[src/rtl/dff_write_arbiter.sv]
// Round-robin arbiter granting exclusive write ownership of one shared WIDTH-bit register.
// Optional hold limit: define DFF_ARB_HOLD_LIMIT_EN to force release after MAX_HOLD captures.
module dff_write_arbiter #(
    parameter int N_REQ    = 4,
    parameter int WIDTH    = 1,
    parameter int MAX_HOLD = 4
) (
    input  logic                       clk,
    input  logic                       reset,
    input  logic [N_REQ-1:0]           req,
    input  logic [N_REQ*WIDTH-1:0]     d_in,
    output logic [N_REQ-1:0]           grant,
    output logic [$clog2(N_REQ)-1:0]   owner,
    output logic                       busy,
    output logic [WIDTH-1:0]           q
);
    localparam int IDX_W = $clog2(N_REQ);

    if (N_REQ < 2 || N_REQ > 8 || MAX_HOLD < 1 || MAX_HOLD > 255) begin : g_param_check
        $error("dff_write_arbiter: N_REQ must be 2..8 and MAX_HOLD 1..255");
    end

    typedef enum logic [1:0] {S_IDLE, S_OWN, S_GAP} state_t;

    state_t             r_state, w_state_nxt;
    logic [N_REQ-1:0]   r_grant, w_grant_nxt;
    logic [IDX_W-1:0]   r_owner, w_owner_nxt;
    logic [IDX_W-1:0]   r_last,  w_last_nxt;
    logic               r_busy,  w_busy_nxt;
    logic [WIDTH-1:0]   r_q;
    logic               w_cap;
    logic               w_any;
    logic [IDX_W-1:0]   w_pick;
    logic               w_hold_hit;

    // Scan starts just past the previous owner, so it becomes lowest priority.
    always_comb begin
        w_any  = 1'b0;
        w_pick = '0;
        for (int k = 1; k <= N_REQ; k++) begin
            if (!w_any && req[(int'(r_last) + k) % N_REQ]) begin
                w_any  = 1'b1;
                w_pick = IDX_W'((int'(r_last) + k) % N_REQ);
            end
        end
    end

`ifdef DFF_ARB_HOLD_LIMIT_EN
    logic [7:0] r_hold;

    assign w_hold_hit = (r_hold == 8'(MAX_HOLD - 1));

    always_ff @(posedge clk or posedge reset) begin
        if (reset)
            r_hold <= '0;
        else
            r_hold <= w_cap ? r_hold + 8'd1 : 8'd0;
    end
`else
    assign w_hold_hit = 1'b0;
`endif

    always_ff @(posedge clk or posedge reset) begin
        if (reset)
            r_state <= S_IDLE;
        else
            r_state <= w_state_nxt;
    end

    always_comb begin
        w_state_nxt = r_state;
        w_grant_nxt = r_grant;
        w_owner_nxt = r_owner;
        w_busy_nxt  = r_busy;
        w_last_nxt  = r_last;
        w_cap       = 1'b0;
        case (r_state)
            S_IDLE: begin
                w_grant_nxt = '0;
                w_owner_nxt = '0;
                w_busy_nxt  = 1'b0;
                if (w_any) begin
                    w_grant_nxt = N_REQ'(1) << w_pick;
                    w_owner_nxt = w_pick;
                    w_busy_nxt  = 1'b1;
                    w_last_nxt  = w_pick;
                    w_state_nxt = S_OWN;
                end
            end
            S_OWN: begin
                w_cap = req[r_owner];
                // Release on dropped request, or after the final allowed capture.
                if (!req[r_owner] || w_hold_hit) begin
                    w_grant_nxt = '0;
                    w_owner_nxt = '0;
                    w_busy_nxt  = 1'b0;
                    w_state_nxt = S_GAP;
                end
            end
            S_GAP: begin
                w_grant_nxt = '0;
                w_owner_nxt = '0;
                w_busy_nxt  = 1'b0;
                w_state_nxt = S_IDLE;
            end
            default: begin
                w_grant_nxt = '0;
                w_owner_nxt = '0;
                w_busy_nxt  = 1'b0;
                w_state_nxt = S_IDLE;
            end
        endcase
    end

    always_ff @(posedge clk or posedge reset) begin
        if (reset) begin
            r_grant <= '0;
            r_owner <= '0;
            r_busy  <= 1'b0;
            r_last  <= IDX_W'(N_REQ - 1);
            r_q     <= '0;
        end else begin
            r_grant <= w_grant_nxt;
            r_owner <= w_owner_nxt;
            r_busy  <= w_busy_nxt;
            r_last  <= w_last_nxt;
            if (w_cap)
                r_q <= d_in[r_owner*WIDTH +: WIDTH];
        end
    end

    assign grant = r_grant;
    assign owner = r_owner;
    assign busy  = r_busy;
    assign q     = r_q;
endmodule

[config.mk]
export PLATFORM = sky130hd
export DESIGN_NAME = dff_write_arbiter
export DESIGN_NICKNAME = d
export VERILOG_FILES = /design/src/rtl/dff_write_arbiter.sv
export SDC_FILE = /design/constraint.sdc
export NUM_CORES = 1
export LEC_CHECK = 0
export ABC_AREA = 0
export CORE_MARGIN = 3
export CORE_UTILIZATION = 39
export CTS_BUF_LIST = sky130_fd_sc_hd__clkbuf_16
export CTS_CLUSTER_SIZE = 14
export DETAILED_ROUTE_END_ITERATION = 10
export PLACE_DENSITY = 0.76
export SLEW_MARGIN = 20
export SYNTH_ARGS = -nofsm -noshare
export SYNTH_HDL_FRONTEND = slang
export SYNTH_SLANG_ARGS = --single-unit
export TNS_END_PERCENT = 50
[constraint.sdc]
create_clock -name clk -period 1.5 [get_ports clk]
set_input_delay 0.15 -clock clk [delete_from_list [all_inputs] [get_ports clk]]
set_output_delay 0.15 -clock clk [all_outputs]
set_load 0.02 [all_outputs]
==> results.txt, run 1 <==
- Critical Setup Path Class: flop to flop
- Share of total power in sequential cells: between 30% and 40%
- Setup TNS after final layout: -209 ps
- Global routing used 5.18% of the available met3 tracks.
* Setup Viol. Count Final: 6
- 0 antenna diodes ended up in the layout.
* Library cell used as clock root buffer: clkbuf_16
- Of the total synthesized cell area, the portion taken by XOR and XNOR cells is 0%.
- The portion of synthesized area spent on multiplexers is 10.8%.
* Period utilisation layout: 105%
- Between clock sinks in the finished design, the worst skew comes to around 5.3 ps.
* Int Pwr: about 1.3 mW
- Net switching is ~33% of the power.
- On the worst path, the slowest cell contributes a delay of 520 ps.
- Total leakage power: about 0.45 nW
* Wire length of the first global-routing pass: around 2.2 mm
- Depth of the CTS H-tree: 1
* Warnings, synthesis: 0
* Fill cells: roughly 120
- Once detail routing completed, the nets flagged for antenna violations numbered 0.
- Maximum root-to-sink buffer count: 2
- Core outline area: approximately 1400 sq um
* Area Growth Syn to Fin: 55.8%
- Setup repair after global routing could not meet its margin everywhere.
* Max rail drop VDD: ~1.4 mV
* Final Worst Setup Slack: -68.3 ps
- In the layout the commonest cells are 14 x clkdlybuf4s50_1, 11 x nand2_1, 9 x dfrtp_1.
- Weighted congestion reported at the end of routability-driven placement: approximately 0.74
- Power per Cell Area: 2150 nW/um^2
- The final reports fail on negative setup slack.
* Port bufs: 17
- The later pin in the worst-skew pair is clocked with a latency of 240 ps.
- The global routing stage identified its most utilized layer as met2.
* First element of the critical path: owner[0]
- For this run, the post-layout net count is 94.
- Synthesis produced a netlist with a net count of 65.
- In this run the mean area of a mapped cell was between 10 and 15 sq um.
- The number of clock buffers added by TritonCTS is 3.
- Largest family of logic cells by synthesized area: simple AND/OR/NAND/NOR gates
- In this run the worst hold path is classified as input port to asynchronous set/reset pin.
- Met2 routing resource usage after global routing: roughly a quarter
- PnR Total Power: 1.97 mW
* R2r setup slk: -70 ps
- The initial antenna violation count came to 0.
- DR vias: ~510
- CTS tree: yes
* Reg-to-Reg End: q
- The run finished, with violations left.
- Post-synthesis register bit count: 12
* Critical Path Source Type: flop
- Entering global routing, the biggest net connects 13 pins.
- HPWL reported at the end of detailed placement: ~1.1 mm
* Comb pwr share: 44.8%
- Chip Height: approximately 45 um
* CP cell instances: mux4_2, and3b_2, mux2_4
- Number of cells on the worst reg-to-reg path: 3
- Post-Synth Simple-Gate Area: between 10% and 20%
* Number of max-cap violations: 0
- Measured along the x axis, the die boundary spans approximately 45 um.
* Cell family contributing the most delay on the critical path: multiplexers
- Required time of the critical path: around 1600 ps
- At the pin with the least slew margin, the transition time is about 430 ps.
- Cell with the largest stage delay on the worst path: mux4_2
* Met1 track demand over resource in global routing: 19.3%
* Buf/Inv on CP: 0
- Worst Path Max Fanout: 7
* Std cell rows: 13
- In this run, the number of DRC markers left after iteration 0 of detailed routing was 4.
- The clock net in this run drives a total of 12 sinks.
- Dividing the detail-routed wire length by the instance count gives roughly 13 um.
- Total congestion overflow: 0
* DP Worst Slack: -368 ps
- Leading cell type in the layout, fill and taps excluded: clkdlybuf4s50_1
- STA classifies the critical path endpoint as a flop.
- Clock period minus worst slack: roughly 1600 ps
* Slew headroom: roughly 70%
* Data arrival at the endpoint of the critical path: approximately 1700 ps
- In the routed design, unresolved DRC markers number 0.
- After clock tree synthesis, the clock-pin slew on the worst setup and hold paths is roughly 40 ps.
- I/O pin count: 18
* Pins over their slew limit: 0
- The floorplan step defined a die boundary enclosing a little over 2000 sq um.
- Drt total wl: around 1.3 mm
- Clock share of power: between 20% and 30%
- Reg-to-reg critical path startpoint: owner[0]
- Synthesized-area fraction occupied by adder cells: 0%
- Count of cell types in the netlist: 20
* Share of layout cells above drive strength 1: about 25%
- Number of search-and-repair iterations in the first detailed-routing pass: 3
- The number of hold violations in the final report came to 0.
- The cell area that synthesis handed to floorplanning was between 500 and 600 sq um.
* Vias in the first global route: between 400 and 500
* Cts-stage hold buffer count: 0
- Initial core utilization: a little over two fifths
- Timing would allow up to approximately 640 MHz.
- Synthesized-area fraction occupied by ao, oa, aoi and oai cells: approximately 14%
- Summed over all nets, the switching power comes to around 0.65 mW.
- GR Util All Layers: between 10% and 20%
* Number of vias per cell after detailed routing: ~5.2
- Post-synthesis cell count: 55
* Sequential fraction of the synthesis area: around half
[layer usage]
layer  up-vias  part of all wire, %
met1       249                   43
met2        13                   50
met4         0                    0
met3         0                  7.5
met5         -                    0
li1        251                    -
[sequential cells by signal, indices dropped and copies added (netlist names)]
name,count
grant,4
busy,1
q,1
r_state,2
r_last,2
owner,2
[how the worst max path moves through the flow]
stage               to  depth (start not counted)
finish               q                          3
global route         q                          3
CTS                  q                          3
detailed placement   q                          4
global placement     q                          4
floorplan            q                          4
[cells by family after synthesis]
| family | Yosys count |
|---|---|
| and+or+nand+nor | 24 |
| DFF | 12 |
| AOI/OAI and AO/OA | 12 |
| muxes | 3 |
| buffers and inverters | 4 |
[synth_stat cells]
cell type | n | share of area [%]
nand2b_1 | 4 | 4.2
dfrtp_1 | 10 | 42
inv_1 | 3 | 1.9
and3b_1 | 1 | 1.5
buf_6 | 1 | 1.9
dfstp_2 | 2 | 8.9
mux2_4 | 1 | 2.5
nor2_1 | 4 | 2.5
a211o_1 | 2 | 3.0
mux4_2 | 1 | 3.8
or2_2 | 1 | 1.1
a22o_2 | 2 | 3.4
nor3b_1 | 2 | 2.5
a21oi_1 | 1 | 0.85
nor3_1 | 1 | 0.85
nand2_1 | 11 | 7.0
a211oi_1 | 1 | 1.3
o21ai_0 | 5 | 4.2
a311oi_1 | 1 | 1.5
mux4_1 | 1 | 4.5
[power by group through the flow]
stage | clock, mW | sequential, mW | combinational (mW)
2_1_floorplan | 0 | 0.720 | 0.385
3_3_place_gp | 0 | 0.611 | 0.846
3_5_place_dp | 0 | 0.615 | 0.863
4_1_cts | 0.485 | 0.615 | 0.898
5_1_grt | 0.495 | 0.640 | 0.967
6_report | 0.473 | 0.614 | 0.883
[area by class of cell]
cell class              instances  area [sq um]  area share, %
multi-input cells              39           272           29.6
inverters                       3          11.3           1.23
repair buffers                 25           234           25.5
well taps                      15          18.8           2.04
clock inverters                 1          3.75          0.409
clock buffers                   3          75.1           8.17
flip-flops and latches         12           304           33.1
[worst register-to-register path, cell delays in order, from the launching register on]
cell	delay [ps]
dfrtp_2	370
mux4_2	520
and3b_2	270
mux2_4	300
[metrics by stage]
stage	hold slack [ps]	std cells	utilization [%]	area (sq um)
after global routing	253	98	67.2	918
after CTS	231	98	66.8	913
after floorplan	13.2	55	-	591
after detailed placement	467	93	60.1	821
after global placement	452	93	60.1	821
final	215	98	67.2	918
[repair_timing]
item | CTS | global route
gates resized for setup | 3 | 3
endpoints found under the setup margin | 5 | 10
pin swaps | 1 | 2
buffers inserted | 1 | 0
Power figures use the tool's default switching activity.
==> run 2, diff against run 1 <==
- CTS_CLUSTER_SIZE: 14 -> default
- SETUP_SLACK_MARGIN: default -> 0.3
==> run 2 against run 1 <==
  * The run still ends with negative setup slack left
  * Cell area is 3.1% higher
  * Register-to-register slack hardly changed
  * Global-route usage is 2.0 points higher
  * Core utilization is 2.1 points higher
  * Sequential power hardly changed
  * Largest power group unchanged
  * Flip-flop and latch count stayed put
  * Via count is 2.1% higher
  * Fmax is 0.24% higher
  * Setup slack better by 3.7 ps
  * Highest routed layer is now met4
  * Die area stayed put
  * Wire length is 9.6% higher
==> results.txt, run 2 (same netlist as run 1, synthesis figures left out) <==
- The initial antenna violation count is 0 (unchanged).
* Total leakage power: 0.466 nW (+3.7%)
- The fraction of layout cells with a size suffix above 1 was 35.3% (+10 points).
- The time the worst path needs with I/O delays and setup was 1560 ps (-3.69 ps).
- Fill cells: 111 (-9.8%)
* Final Worst Setup Slack: -64.7 ps (+3.69 ps)
- The power density over the cells was 2110 nW/um^2 (-1.5%).
* Total congestion overflow: 0 (unchanged)
* Number of post-CTS setup repair buffers: 0 (-1)
- The library cell used most frequently in the layout, excluding fill and tap cells, is nand2_1.
- GR Util All Layers: 17.1% (+2.0 points)
- HPWL reported at the end of detailed placement: 1.08 mm (+2.3%)
* Worst-Skew Late Latency: 240 ps (about the same)
- The floorplan die area came to 2010 sq um (unchanged).
- The max-slew violation total from the final report came to 0 (unchanged).
* Iteration-0 DRC count of the detailed router: 3 (-1)
- The net total in the final layout is 96 (+2.1%).
* Critical Setup Path Class: flop to flop
- Walking the worst path, the cells encountered are mux4_2, and3b_2, mux2_4.
- Vias in the first global route: 526 (+5.8%)
- The total vias in the final route came to 524 (+2.1%).
- The residual DRC count came to 0 (unchanged).
- The setup clock skew after layout came to 7.01 ps (+1.71 ps).
* Type of destination of the critical path: flop
- The maximum ir drop on the vdd rail is 1.33 mV (-3.7%).
- The TritonCTS sink count was 12 (unchanged).
* Core utilization of the finished layout: 69.3% (+2.1 points)
- Setup Viol. Count Final: 6 (unchanged)
- I/O pin count: 18 (unchanged)
- Violations in the final reports: negative setup slack
- The buffer levels on the longest clock path was 2 (unchanged).
* Number of max-cap violations: 0 (unchanged)
* Count of antenna diodes in the layout: 0 (unchanged)
- The tree is rooted in a clkbuf_16.
- Cell family contributing the most delay on the critical path: multiplexers
* Cts-stage hold buffer count: 0 (unchanged)
- The delay of the slowest cell on the worst path came to 510 ps (about the same).
- Setup repair after global routing could not meet its margin everywhere.
- The power consumption is 2.00 mW (+1.6%).
* Weighted congestion reported at the end of routability-driven placement: 0.747 (+0.81%)
- The run finished, with violations left.
- Largest net degree at the start of global routing: 13 (unchanged)
- STA classifies the critical path startpoint as a flop.
- Total CTS buffers: 3 (unchanged)
- The routed wire length is 1.44 mm (+9.6%).
* Depth of the CTS H-tree: 1 (unchanged)
- Wire length of the first global-routing pass: 2.36 mm (+8.2%)
- CTS tree: yes
- Width of the chip: 44.9 um (unchanged)
- The number of flip-flops under the largest register name was 4 (unchanged).
* Std cell rows: 13 (unchanged)
* Antenna viol nets, final: 0 (unchanged)
* Clock transition at path regs: 40 ps (about the same)
- Relative to the synthesized area, the layout overhead comes to 60.7%.
- Hold Crit Class: input port to asynchronous set/reset pin
- Buf/Inv on CP: 0 (unchanged)
- The starting density of the core is 43.1% (unchanged).
- The area of all sequential standard cells is 304 sq um (unchanged).
- Among all stages on the critical path, the largest delay is contributed by mux4_2.
* Period utilisation layout: 104% (-0.25 points)
- The critical path data required time came to 1630 ps (about the same).
- The average wire length per cell after detail routing is 14.4 um (+7.4%).
- The worst slew slack as a fraction of its limit was 70.1% (-1.1 points).
- The first-pass detailed-route iteration total is 2 (-1).
- The number of hold violations in the final report was 0 (unchanged).
- The via density per instance came to 5.24 (+0.10%).
* Worst Path Max Fanout: 7 (unchanged)
- Multi-input gate area in the final layout: 297 sq um (+9.2%)
- The highest clock frequency the design can meet is 639 MHz (+0.24%).
* Most frequent cells in the layout: 11 x nand2_1, 9 x dfrtp_1, 9 x dlygate4sd2_1
- The floorplan die height was 44.9 um (unchanged).
- The total of buffers placed on input and output ports was 17 (unchanged).
- The core area is 1370 sq um (unchanged).
- The arrival time at the worst endpoint was 1690 ps (about the same).
- Slew @ Worst Pin: 448 ps (+16.2 ps)
run 2: cell types whose count changed in the layout (fill, tap and decap cells not counted), moves of 2 or more:
cell	previous run	this run
buf_6	0	2
dlygate4sd2_1	1	9
o21ai_2	0	2
dlymetal6s2s_1	2	0
o21ai_0	3	0
clkdlybuf4s50_1	14	6
run 2: cell type report:
class | count | share of cell area [%]
Tap cell | 15 | 1.98
Timing Repair Buffer | 27 | 25.1
Multi-Input combinational cell | 39 | 31.3
Clock buffer | 3 | 7.93
Sequential cell | 12 | 32.1
Inverter | 3 | 1.19
Clock inverter | 1 | 0.396
run 2: metrics by stage:
| stage | hold slack (ps) | setup TNS (ps) | cells | setup WS (ps) | instance area, sq um |
|---|---|---|---|---|---|
| floorplan | 13.2 | -398 | 55 | -163 | 591 |
| global placement | 442 | -1860 | 96 | -249 | 843 |
| detailed placement | 450 | -2090 | 96 | -288 | 843 |
| CTS | 218 | -170 | 100 | -63.2 | 940 |
| global route | 255 | -482 | 100 | -111 | 947 |
| finish | 208 | -143 | 100 | -64.7 | 947 |
run 2: per-layer routing:
layer / global-route usage [%] / vias to the layer above / wire length [um]
met1: 19.1 / 252 / 597
met2: 27.5 / 13 / 712
met5: 0 / - / 0
li1: - / 254 / -
met4: 10.5 / 0 / 33
met3: 6.37 / 5 / 97
run 2: report_power, final:
| part | leakage, nW | switching (mW) | internal, mW |
|---|---|---|---|
| Clock | 0.0423 | 0.140 | 0.351 |
| Combinational | 0.275 | 0.446 | 0.453 |
| Sequential | 0.148 | 0.110 | 0.503 |
run 2: final timing paths:
path                         endpoint  depth (start not counted)  slack, ps        from
max in group asynchronous   r_last[0]                          2        950       reset
max                                 q                          3        -60    owner[0]
min in group clk           r_state[1]                          1        480  r_state[1]
min reg2reg                r_state[1]                          1        480  r_state[1]
max reg2reg                         q                          3        -60    owner[0]
min                        r_state[1]                          2        210       reset
run 2: repair_timing:
| action | 4_1_cts | 5_1_grt |
|---|---|---|
| setup endpoints to repair | 20 | 12 |
| resized for setup | 26 | 2 |
| pin swaps | 2 | 4 |
==> run 3, diff against run 2 <==
- CORE_AREA: default -> 3 3 40 42
- CORE_MARGIN: 3 -> default
- CORE_UTILIZATION: 39 -> default
- DIE_AREA: default -> 0 0 43 45
- GPL_TIMING_DRIVEN: default -> 0
- PLACE_DENSITY: 0.76 -> 0.81
- clock period: 1.5 -> 2 ns (I/O delays scaled with it)
==> run 3 against run 2 <==
  * The run now ends clean
  * Global-route usage is 0.92 points lower
  * Final cell count is 8.0% lower
  * Register-to-register slack better by 440 ps
  * Sequential share of layout area is 3.1 points higher
  * Clock power is 26% lower
  * Fmax is 3.8% lower
  * Setup slack better by 440 ps
  * Worst hold slack better by 65 ps
  * Largest cell class unchanged
  * Largest power group unchanged
==> results.txt, run 3 (same netlist as run 1, synthesis figures left out) <==
- Worst Path Max Fanout: 9 (+2)
- The flop-to-flop setup slack was 370 ps (+440 ps).
- The core area was 1280 sq um (-6.0%).
- Status: finished, final reports clean
* Total CTS buffers: 3 (unchanged)
* Share of total power in sequential cells: 32.3% (+1.7 points)
* HPWL reported at the end of detailed placement: 913 um (-15%)
- Comb pwr share: 42.6% (-2.3 points)
- Number of search-and-repair iterations in the first detailed-routing pass: 4 (+2)
- The number of buffers inserted for hold repair after clock tree synthesis is 0 (unchanged).
* Total congestion overflow: 0 (unchanged)
- Required time of the critical path: 2120 ps (+490 ps)
- The number of hold violations in the final report was 0 (unchanged).
* Largest net degree at the start of global routing: 13 (unchanged)
* Fill cells: 115 (+3.6%)
- Sinks on Clock Net: 12 (unchanged)
- The setup clock skew after layout was 2.65 ps (-4.36 ps).
* Slew headroom: 66.1% (-3.9 points)
* DRC viols: 0 (unchanged)
- The library cells used most frequently in the layout, excluding fill and tap cells, are 13 x clkdlybuf4s50_1, 11 x nand2_1, 9 x dfrtp_1.
- On the critical path, the stage with the largest delay is an instance of mux4_2.
- The maximum level of the CTS H-tree was 1 (unchanged).
- STA classifies the critical path startpoint as a flop.
- The internal power was 0.951 mW (-27%).
- The slew of the pin with the lowest slew margin was 505 ps (+56.6 ps).
- Iteration-0 DRC count of the detailed router: 7 (+4)
- The net total in the final layout is 88 (-8.3%).
- Reg-to-reg critical path startpoint: owner[0]
- The power density over the cells is 1660 nW/um^2 (-21%).
- DR vias: 508 (-3.1%)
* Clock share of power: 25.1% (+0.6 points)
* Data arrival at the endpoint of the critical path: 1750 ps (+60 ps)
- Worst-Skew Late Latency: 240 ps (about the same)
- Fin cells: 92 (-8.0%)
* Reported net switching power: 0.487 mW (-30%)
- The floorplan die height is 45 um (+0.29%).
- The kind of cell with the highest combined delay along the critical path is multiplexers.
- Largest stage delay, worst path: 500 ps (about the same)
* First element of the critical path: owner[0]
- Clock period minus worst slack: 1630 ps (+62.2 ps)
* RSZ-0062 raised after global routing: no
- Antenna viol nets, final: 0 (unchanged)
- CTS tree: yes
- Number of antenna violations at the first check in global routing: 0 (unchanged)
* Number of cells on the worst reg-to-reg path: 4 (+1)
* Number of max-cap violations: 0 (unchanged)
- The overall fraction of global-route tracks in use came to 16.2% (-0.92 points).
- The max-slew violation total from the final report is 0 (unchanged).
- Weighted congestion reported at the end of routability-driven placement: 0.754 (+0.99%)
- Highest attainable clock frequency: 615 MHz (-3.8%)
* Setup TNS after final layout: 0 ps (+143 ps)
- The die width is 43 um (-4.2%).
- The number of buffers and inverters on the critical path was 1 (+1).
* Switching Share: 33.9% (-0.87 points)
- The number of core rows is 13 (unchanged).
- Max rail drop VDD: 0.909 mV (-32%)
- Flip-flop count of the largest register after layout: 4 (unchanged)
- Wire length of the first global-routing pass: 2.30 mm (-2.6%)
* Reg-to-Reg End: q
- Setup Viol. Count Final: 0 (-6)
- The total of buffers placed on input and output ports was 17 (unchanged).
- Cell total after placement: 87 (-9.4%)
- The starting density of the core was 45.9% (+2.7 points).
* Total leakage power: 0.399 nW (-14%)
* Area of the die: 1940 sq um (-3.9%)
* Drt wl/cell: 14.2 um (-1.7%)
* Number of vias per cell after detailed routing: 5.52 (+5.4%)
* Type of destination of the critical path: flop
* Period utilisation layout: 81.3% (-23 points)
- Leaving out fill and tap cells, the most frequent cell in the layout is clkdlybuf4s50_1.
- The routed wire length came to 1.30 mm (-9.6%).
- The tree is rooted in a clkbuf_16.
- CP cell instances: mux4_2, and3b_1, buf_6, mux2_4
- The clock-pin slew on the worst setup and hold paths was 40 ps (about the same).
- Maximum root-to-sink buffer count: 2 (unchanged)
* I/O pin count: 18 (unchanged)
- The number of antenna repair diodes came to 0 (unchanged).
- The critical path in this run is classified as flop to flop.
* Vias in the first global route: 519 (-1.3%)
* Hold Crit Class: input port to asynchronous set/reset pin
- The fraction of layout cells with a size suffix above 1 came to 16.9% (-18 points).
* Area Growth Syn to Fin: 46.7%
run 3: final cells by class:
type                    instances  area [sq um]  share of cell area (%)
plain buffers                   1          11.3                    1.30
clock buffers                   3          75.1                    8.68
multi-input cells              39           264                    30.5
inverters                       3          11.3                    1.30
flip-flops and latches         12           304                    35.2
well taps                      15          18.8                    2.17
repair buffers                 18           176                    20.4
clock inverters                 1          3.75                   0.434
run 3: metrics by stage:
step / worst slack [ps] / util, % / hold slack, ps / area [sq um] / power, mW
2_1_floorplan: 322 / - / 63.2 / 591 / 0.826
3_3_place_gp: 72.0 / 60.7 / 442 / 779 / 1.05
3_5_place_dp: 52.9 / 60.7 / 458 / 779 / 1.07
4_1_cts: 304 / 67.1 / 288 / 862 / 1.45
5_1_grt: 316 / 67.3 / 321 / 865 / 1.53
6_report: 373 / 67.3 / 273 / 865 / 1.44
run 3: per-layer routing:
| metal | GRT usage, % | vias to the layer above | share of wire [%] |
|---|---|---|---|
| met5 | 0 | - | 0 |
| met4 | 9.04 | 0 | 2.0 |
| met3 | 1.20 | 4 | 3.1 |
| met2 | 26.6 | 15 | 50 |
| met1 | 21.4 | 250 | 44 |
| li1 | - | 239 | - |
run 3: timing repair:
item / 4_1_cts / 5_1_grt
setup buffers: 1 / 0
resized for setup: 3 / 1
setup endpoints to repair: 1 / 2
pin swaps: 0 / 0
run 3: worst max-delay path by stage:
| stage | end | slack [ps] | depth (start not counted) |
|---|---|---|---|
| after CTS | q | 300 | 5 |
| final | q | 370 | 4 |
| after floorplan | q | 320 | 4 |
| after global routing | q | 320 | 4 |
| after detailed placement | q | 50 | 5 |
| after global placement | q | 70 | 5 |
run 3: power groups by stage:
| stage | combinational, mW | sequential [mW] | clock [mW] |
|---|---|---|---|
| floorplan | 0.286 | 0.540 | 0 |
| global placement | 0.584 | 0.462 | 0 |
| detailed placement | 0.596 | 0.471 | 0 |
| CTS | 0.621 | 0.466 | 0.368 |
| global route | 0.667 | 0.487 | 0.374 |
| finish | 0.613 | 0.464 | 0.361 |
